===== src/rtl/lsu_pkg.sv =====
`default_nettype none
// ============================================================================
//  Module      : lsu_pkg
//  Description : Shared definitions for the load/store unit: FSM state
//                encoding, RV32I load/store size codes, the default
//                memory-ack timeout and a funct3 legality helper.
//  Revision    : 1.0 - initial release
// ============================================================================
package lsu_pkg;

    // Default number of BUSY cycles to wait for mem_ack before giving up.
    localparam int unsigned c_default_timeout = 255;

    // FSM state encoding.
    localparam logic [1:0] c_st_idle = 2'd0;
    localparam logic [1:0] c_st_busy = 2'd1;
    localparam logic [1:0] c_st_done = 2'd2;

    // RV32I load/store size/sign codes.
    localparam logic [2:0] c_f3_b  = 3'b000;
    localparam logic [2:0] c_f3_h  = 3'b001;
    localparam logic [2:0] c_f3_w  = 3'b010;
    localparam logic [2:0] c_f3_bu = 3'b100;
    localparam logic [2:0] c_f3_hu = 3'b101;

    // Stores only know B/H/W; loads additionally know the unsigned forms.
    function automatic logic funct3_supported(input logic we, input logic [2:0] f3);
        if (we) begin
            return (f3 == c_f3_b) || (f3 == c_f3_h) || (f3 == c_f3_w);
        end
        return (f3 == c_f3_b) || (f3 == c_f3_h) || (f3 == c_f3_w) ||
               (f3 == c_f3_bu) || (f3 == c_f3_hu);
    endfunction

endpackage
`default_nettype wire


===== src/rtl/lsu_align.sv =====
`default_nettype none
// ============================================================================
//  Module      : lsu_align
//  Description : Purely combinational lane logic for the load/store unit.
//                Decides access legality (size code + alignment), produces
//                byte enables and lane-replicated store data, and extracts /
//                extends the addressed byte or halfword of a read word.
//  Ports       : i_we, i_funct3, i_addr_lo  - access description
//                i_wdata                    - raw store data
//                i_rdata                    - raw read word from memory
//                o_legal                    - access is supported and aligned
//                o_be, o_wdata              - memory byte enables / store lanes
//                o_load_ext                 - extended load result
//  Revision    : 1.0 - initial release
// ============================================================================
module lsu_align
    import lsu_pkg::*;
#(
    parameter int DW = 32
)(
    input  logic          i_we,
    input  logic [2:0]    i_funct3,
    input  logic [1:0]    i_addr_lo,
    input  logic [DW-1:0] i_wdata,
    input  logic [DW-1:0] i_rdata,
    output logic          o_legal,
    output logic [3:0]    o_be,
    output logic [DW-1:0] o_wdata,
    output logic [DW-1:0] o_load_ext
);

    logic          w_misaligned;
    logic [DW-1:0] w_shifted;

    // funct3[1:0] carries the access size for both loads and stores.
    always_comb begin
        w_misaligned = 1'b0;
        case (i_funct3[1:0])
            2'b01:   w_misaligned = i_addr_lo[0];
            2'b10:   w_misaligned = (i_addr_lo != 2'b00);
            default: w_misaligned = 1'b0;
        endcase
        o_legal = funct3_supported(i_we, i_funct3) && !w_misaligned;
    end

    always_comb begin
        o_be    = 4'b1111;
        o_wdata = i_wdata;
        if (i_we) begin
            case (i_funct3[1:0])
                2'b00: begin
                    o_be    = 4'b0001 << i_addr_lo;
                    o_wdata = {(DW/8){i_wdata[7:0]}};
                end
                2'b01: begin
                    o_be    = 4'b0011 << i_addr_lo;
                    o_wdata = {(DW/16){i_wdata[15:0]}};
                end
                default: begin
                    o_be    = 4'b1111;
                    o_wdata = i_wdata;
                end
            endcase
        end
    end

    // Bring the addressed lane down to bit 0, then extend.
    assign w_shifted = i_rdata >> {i_addr_lo, 3'b000};

    always_comb begin
        o_load_ext = i_rdata;
        case (i_funct3)
            c_f3_b:  o_load_ext = {{(DW-8){w_shifted[7]}},   w_shifted[7:0]};
            c_f3_h:  o_load_ext = {{(DW-16){w_shifted[15]}}, w_shifted[15:0]};
            c_f3_bu: o_load_ext = {{(DW-8){1'b0}},           w_shifted[7:0]};
            c_f3_hu: o_load_ext = {{(DW-16){1'b0}},          w_shifted[15:0]};
            default: o_load_ext = i_rdata;
        endcase
    end

endmodule
`default_nettype wire


===== src/rtl/load_store_unit.sv =====
`default_nettype none
// ============================================================================
//  Module      : load_store_unit
//  Description : RV32I load/store unit with a simple req/ack memory port.
//                IDLE accepts a legal access (or pulses fault), BUSY holds
//                the memory request until ack or timeout, DONE presents the
//                load result for one cycle and returns to IDLE.
//  Ports       : clk, rst (async, active-low)
//                req_valid, req_we, funct3, addr, wdata - pipeline request
//                stall, load_data, load_valid, fault, timeout - to pipeline
//                mem_req, mem_we, mem_addr, mem_be, mem_wdata - to memory
//                mem_ack, mem_rdata - from memory
//  Revision    : 1.0 - initial release
// ============================================================================
module load_store_unit
    import lsu_pkg::*;
#(
    parameter int TIMEOUT = c_default_timeout,
    parameter int DW      = 32
)(
    input  logic          clk,
    input  logic          rst,
    input  logic          req_valid,
    input  logic          req_we,
    input  logic [2:0]    funct3,
    input  logic [DW-1:0] addr,
    input  logic [DW-1:0] wdata,
    output logic          stall,
    output logic [DW-1:0] load_data,
    output logic          load_valid,
    output logic          fault,
    output logic          timeout,
    output logic          mem_req,
    output logic          mem_we,
    output logic [DW-1:0] mem_addr,
    output logic [3:0]    mem_be,
    output logic [DW-1:0] mem_wdata,
    input  logic          mem_ack,
    input  logic [DW-1:0] mem_rdata
);

    // The counter only needs to reach TIMEOUT-1 (the last BUSY cycle).
    localparam int              c_cnt_w    = (TIMEOUT < 2) ? 1 : $clog2(TIMEOUT);
    localparam logic [c_cnt_w-1:0] c_cnt_last = c_cnt_w'(TIMEOUT - 1);

    logic [1:0]         r_state;
    logic               r_we;
    logic [2:0]         r_funct3;
    logic [DW-1:0]      r_addr;
    logic [DW-1:0]      r_wdata;
    logic [c_cnt_w-1:0] r_cnt;
    logic [DW-1:0]      r_load_data;
    logic               r_load_valid;
    logic               r_fault;
    logic               r_timeout;

    logic               w_idle;
    logic               w_busy;
    logic               w_sel_we;
    logic [2:0]         w_sel_funct3;
    logic [1:0]         w_sel_addr_lo;
    logic [DW-1:0]      w_sel_wdata;
    logic               w_legal;
    logic [3:0]         w_be;
    logic [DW-1:0]      w_lane_wdata;
    logic [DW-1:0]      w_load_ext;

    assign w_idle = (r_state == c_st_idle);
    assign w_busy = (r_state == c_st_busy);

    // One align instance serves both phases: in IDLE it judges the incoming
    // request, afterwards it works from the captured request so memory-side
    // outputs stay stable for the whole BUSY period.
    assign w_sel_we      = w_idle ? req_we     : r_we;
    assign w_sel_funct3  = w_idle ? funct3     : r_funct3;
    assign w_sel_addr_lo = w_idle ? addr[1:0]  : r_addr[1:0];
    assign w_sel_wdata   = w_idle ? wdata      : r_wdata;

    lsu_align #(
        .DW (DW)
    ) u_align (
        .i_we       (w_sel_we),
        .i_funct3   (w_sel_funct3),
        .i_addr_lo  (w_sel_addr_lo),
        .i_wdata    (w_sel_wdata),
        .i_rdata    (mem_rdata),
        .o_legal    (w_legal),
        .o_be       (w_be),
        .o_wdata    (w_lane_wdata),
        .o_load_ext (w_load_ext)
    );

    assign stall      = (w_idle && req_valid && w_legal) || w_busy;
    assign mem_req    = w_busy;
    assign mem_we     = w_busy && r_we;
    assign mem_addr   = w_busy ? {r_addr[DW-1:2], 2'b00} : '0;
    assign mem_be     = w_busy ? w_be : 4'b0000;
    assign mem_wdata  = (w_busy && r_we) ? w_lane_wdata : '0;
    assign load_data  = r_load_data;
    assign load_valid = r_load_valid;
    assign fault      = r_fault;
    assign timeout    = r_timeout;

    always_ff @(posedge clk or negedge rst) begin
        if (!rst) begin
            r_state      <= c_st_idle;
            r_we         <= 1'b0;
            r_funct3     <= 3'b000;
            r_addr       <= '0;
            r_wdata      <= '0;
            r_cnt        <= '0;
            r_load_data  <= '0;
            r_load_valid <= 1'b0;
            r_fault      <= 1'b0;
            r_timeout    <= 1'b0;
        end else begin
            r_fault      <= 1'b0;
            r_timeout    <= 1'b0;
            r_load_valid <= 1'b0;
            case (r_state)
                c_st_idle: begin
                    if (req_valid) begin
                        if (w_legal) begin
                            r_we     <= req_we;
                            r_funct3 <= funct3;
                            r_addr   <= addr;
                            r_wdata  <= wdata;
                            r_cnt    <= '0;
                            r_state  <= c_st_busy;
                        end else begin
                            r_fault  <= 1'b1;
                        end
                    end
                end
                c_st_busy: begin
                    // An ack on the final counted cycle still wins over timeout.
                    if (mem_ack) begin
                        if (!r_we) begin
                            r_load_data <= w_load_ext;
                        end
                        r_load_valid <= !r_we;
                        r_state      <= c_st_done;
                    end else if (r_cnt == c_cnt_last) begin
                        r_timeout    <= 1'b1;
                        r_load_data  <= '0;
                        r_load_valid <= !r_we;
                        r_state      <= c_st_done;
                    end else begin
                        r_cnt <= r_cnt + c_cnt_w'(1);
                    end
                end
                c_st_done: begin
                    r_state <= c_st_idle;
                end
                default: begin
                    r_state <= c_st_idle;
                end
            endcase
        end
    end

endmodule
`default_nettype wire


===== config.mk =====
export PLATFORM = sky130hd
export DESIGN_NAME = load_store_unit
export DESIGN_NICKNAME = d
export VERILOG_FILES = /design/src/rtl/lsu_pkg.sv /design/src/rtl/lsu_align.sv /design/src/rtl/load_store_unit.sv
export SDC_FILE = /design/constraint.sdc
export NUM_CORES = 1
export LEC_CHECK = 0
export CAP_MARGIN = 20
export CORE_MARGIN = 1.5
export CORE_UTILIZATION = 30
export DETAILED_ROUTE_END_ITERATION = 8
export GPL_TIMING_DRIVEN = 0
export HOLD_SLACK_MARGIN = 0.03
export SLEW_MARGIN = 15
export SYNTH_ARGS = -nofsm -noshare
export SYNTH_HDL_FRONTEND = slang
export SYNTH_SLANG_ARGS = --single-unit

===== constraint.sdc =====
create_clock -name clk -period 5.79 [get_ports clk]
set_input_delay 1.158 -clock clk [delete_from_list [all_inputs] [get_ports clk]]
set_output_delay 1.158 -clock clk [all_outputs]
set_load 0.01 [all_outputs]

==> flow_metrics.tcl <==
set metrics [dict create \
    rsz0062_at_grt "false" \
    drv_slew 0 \
    cp.arrival_ns 4.47 \
    clk_pin_slew_worst_paths_ns 0.05 \
    gp_congestion 0.813 \
    cts_tree "done" \
    drc_errors 0 \
    die_w_um 146 \
    setup_viol 0 \
    die-area_mm2 0.0213 \
    power.total_uw 4970 \
    synthCells 612 \
    worstSkewPairLatency_ns 0.42 \
    grt_start_max_net_pins 80 \
    io_buffer_count 207 \
    dpl_worst_slack_ns -0.945 \
    drt-initial-drc-count 319 \
    row_count 52 \
    drt-total-wl_um 19800 \
    grt.overflow.total 0 \
    synth-seq-cells 113 \
    worstMarginPinSlew_ns 0.851 \
    start_util 0.304 \
    worst_clock_skew_ns 0.00757 \
    outcome "completed" \
    area_growth_pct 51.3 \
    cts_hold_buf 0 \
    synth-main-ff-cell "dfrtp_1" \
    post-route-util 0.460 \
    r2r_start "r_state[0]" \
    required_ns 4.63 \
    synth-edff-count 0 \
    fmax_ghz 0.178 \
    vias 5638 \
    htreeDepth 4 \
    critical_path.max_stage_delay_ns 0.53 \
    clkSinkCount 113 \
    yosysSeqAreaShare 0.462 \
    fin_setup_tns_ns 0 \
    r2r_cells 14 \
    startpoint_type "input pin" \
    grt.total_usage 0.188 \
    die_h_um 146 \
    r2r_slack_ns 2.14 \
    nets 948 \
    synthArstFlopShare 1.00 \
    worst-setup-path-type "in -> out" \
    grt_pass1_wl_um 31300 \
    powerDensity_mw_per_mm2 537 \
    wl_per_cell_um 17.7 \
    setup_ws_ns 0.159 \
    syn_avg_cell_area_um2 10.0 \
    hold_path.class "reg -> reg" \
    synth_top_area_cell "dfrtp_1" \
    synth_area_leaders "dfrtp_1, nand2_1, mux2_2" \
    crit_path_cell_trace "clkdlybuf4s50_1 -> mux2i_4 -> buf_6 -> ha_2 -> inv_1 -> a221oi_1 -> o32a_2 -> nand3_2 -> buf_2 -> buf_2 -> nand2_1 -> clkdlybuf4s50_1" \
    relSlewSlack 0.428 \
    multiInputGateArea_mm2 0.00303 \
    synth_cell_type_count 55 \
    final_cell_area_mm2 0.00926 \
    min-delay-start "r_wdata[1]" \
    fill_cells 1891 \
    ys.warnings.count 0 \
    clockBufferDepth 2 \
    cts_buffers 17 \
    synth_top_area_frac 0.462 \
    grt_pass1_vias 5540 \
    p_leak_uw 0.00396 \
    fin_crit_ns 5.63 \
    peakVddDrop_uv 212 \
    core_mm2 0.0201 \
    placed_area_mm2 0.00856 \
    cp-end-kind "output pin" \
    cap_violations 0 \
    whs_endpoint "r_wdata[1]" \
    root_buffer "clkbuf_16" \
    seq_area_mm2 0.00283 \
    hold_depth 2 \
    cp_slowest_cell "clkdlybuf4s50_1" \
    layout-drive-gt1-share 0.146 \
    ioPinCount 210 \
    finalCritPeriodShare 0.973 \
    hold_violations 0 \
    antenna_found_initial 1 \
    ant_nets 0 \
    critPathMaxFanout 20 \
    drt-vias-per-instance 5.02 \
    reg2reg_to "r_addr[22]" \
    first_pass_iters 5 \
    syn-cell-area_mm2 0.00612 \
    dp_hpwl_um 14700 \
]
## report_power, final
group	leakage (uW)	internal [uW]	switching, uW
combinational	0.00224	1250	1230
sequential	0.00140	1150	189
clock	0.000317	787	377
total	0.00396	3180	1790
## sequential cells by signal, indices dropped and copies added (netlist names)
| signal | cells |
|---|---|
| r_wdata | 32 |
| fault | 1 |
| r_cnt | 8 |
| r_addr | 32 |
| load_valid | 1 |
| r_funct3 | 3 |
| timeout | 1 |
| load_data | 32 |
| r_we | 1 |
| r_state | 2 |
## metrics by stage
stage / hold slack [ns] / cells
2_1_floorplan: 0.444 / 613
3_3_place_gp: 0.459 / 1090
3_5_place_dp: 0.462 / 1091
4_1_cts: 0.476 / 1119
5_1_grt: 0.500 / 1121
6_report: 0.475 / 1122
## routing by layer
metal	up-vias	wire, um	part of all wire	global-route usage
met4	0	361	0.018	0.0566
met2	210	9350	0.47	0.301
met5	-	0	0	0
li1	2650	-	-	-
met1	2752	8610	0.43	0.248
met3	26	1490	0.075	0.0539
## logic make-up (layout without fill, tap and decap cells)
kind of cell	Yosys count	after routing	synth area share
and+or+nand+nor	211	211	0.161
AOI/OAI and AO/OA	150	150	0.165
DFF	113	113	0.462
muxes	75	75	0.150
buffers and inverters	54	292	0.0460
adders and majority gates	5	5	0.0102
xor gates and xnor gates	3	3	0.00430
other	1	3	0.000613
## cell usage after synthesis (2+ instances only)
cell type / instances
or4_1: 10
buf_1: 2
o21ai_0: 39
inv_1: 10
nor3_1: 2
nor2_1: 25
mux2i_1: 18
a21oi_1: 27
and3_1: 9
mux2_4: 23
buf_2: 9
buf_4: 4
dfrtp_1: 113
o22ai_1: 11
o221ai_1: 7
a31oi_1: 9
a221o_1: 16
o211ai_1: 14
nand2b_1: 4
ha_1: 5
clkbuf_1: 21
or2_1: 3
and2_1: 31
buf_6: 7
nand2_1: 115
o31ai_1: 4
nand3_1: 5
xor2_1: 2
mux2_2: 33
o21a_1: 2
a21o_1: 8
## layout make-up
class                           instances  share of cell area
Clock inverter                          8              0.0161
Tap cell                              270              0.0365
Buffer                                 40              0.0264
Clock buffer                           23              0.0549
Sequential cell                       113               0.305
Multi-Input combinational cell        446               0.327
Timing Repair Buffer                  210               0.229
Antenna cell                            1            0.000270
Inverter                               11             0.00473
## worst max-delay path by stage
stage	from	endpoint	slack, ns	cells past startpoint
2_1_floorplan	funct3[1]	stall	1.00	12
5_1_grt	funct3[1]	stall	0.02	12
3_5_place_dp	funct3[1]	stall	-0.94	14
6_report	funct3[1]	stall	0.16	12
4_1_cts	funct3[1]	stall	0.08	12
3_3_place_gp	rst	r_addr[4]	-1.27	1
## worst max-delay path, delay by kind of cell
| family | cells | cell delay, ns |
|---|---|---|
| adders and majority gates | 1 | 0.29 |
| AOI/OAI and AO/OA | 2 | 0.58 |
| buffers and inverters | 6 | 1.89 |
| and+or+nand+nor | 2 | 0.27 |
| muxes | 1 | 0.28 |
## repair_timing
action                                  in CTS  in global routing
endpoints found under the setup margin      26                  1
setup buffers                                0                  2
pin swaps                                    0                  1
gates resized for setup                      7                  6
## placed cells by master (no fill, tap or decap), types with 16 or more instances in the layout
master and instances:
mux2_4 23, dfrtp_1 113, and2_1 31, mux2i_1 17, mux2_2 33, clkbuf_16 17
clkbuf_1 18, nand2_1 115, nor2_1 25, a221o_1 16, o21ai_0 39, a21oi_1 27
clkdlybuf4s50_1 206
Note: power is estimated with default switching activity, not from simulation.
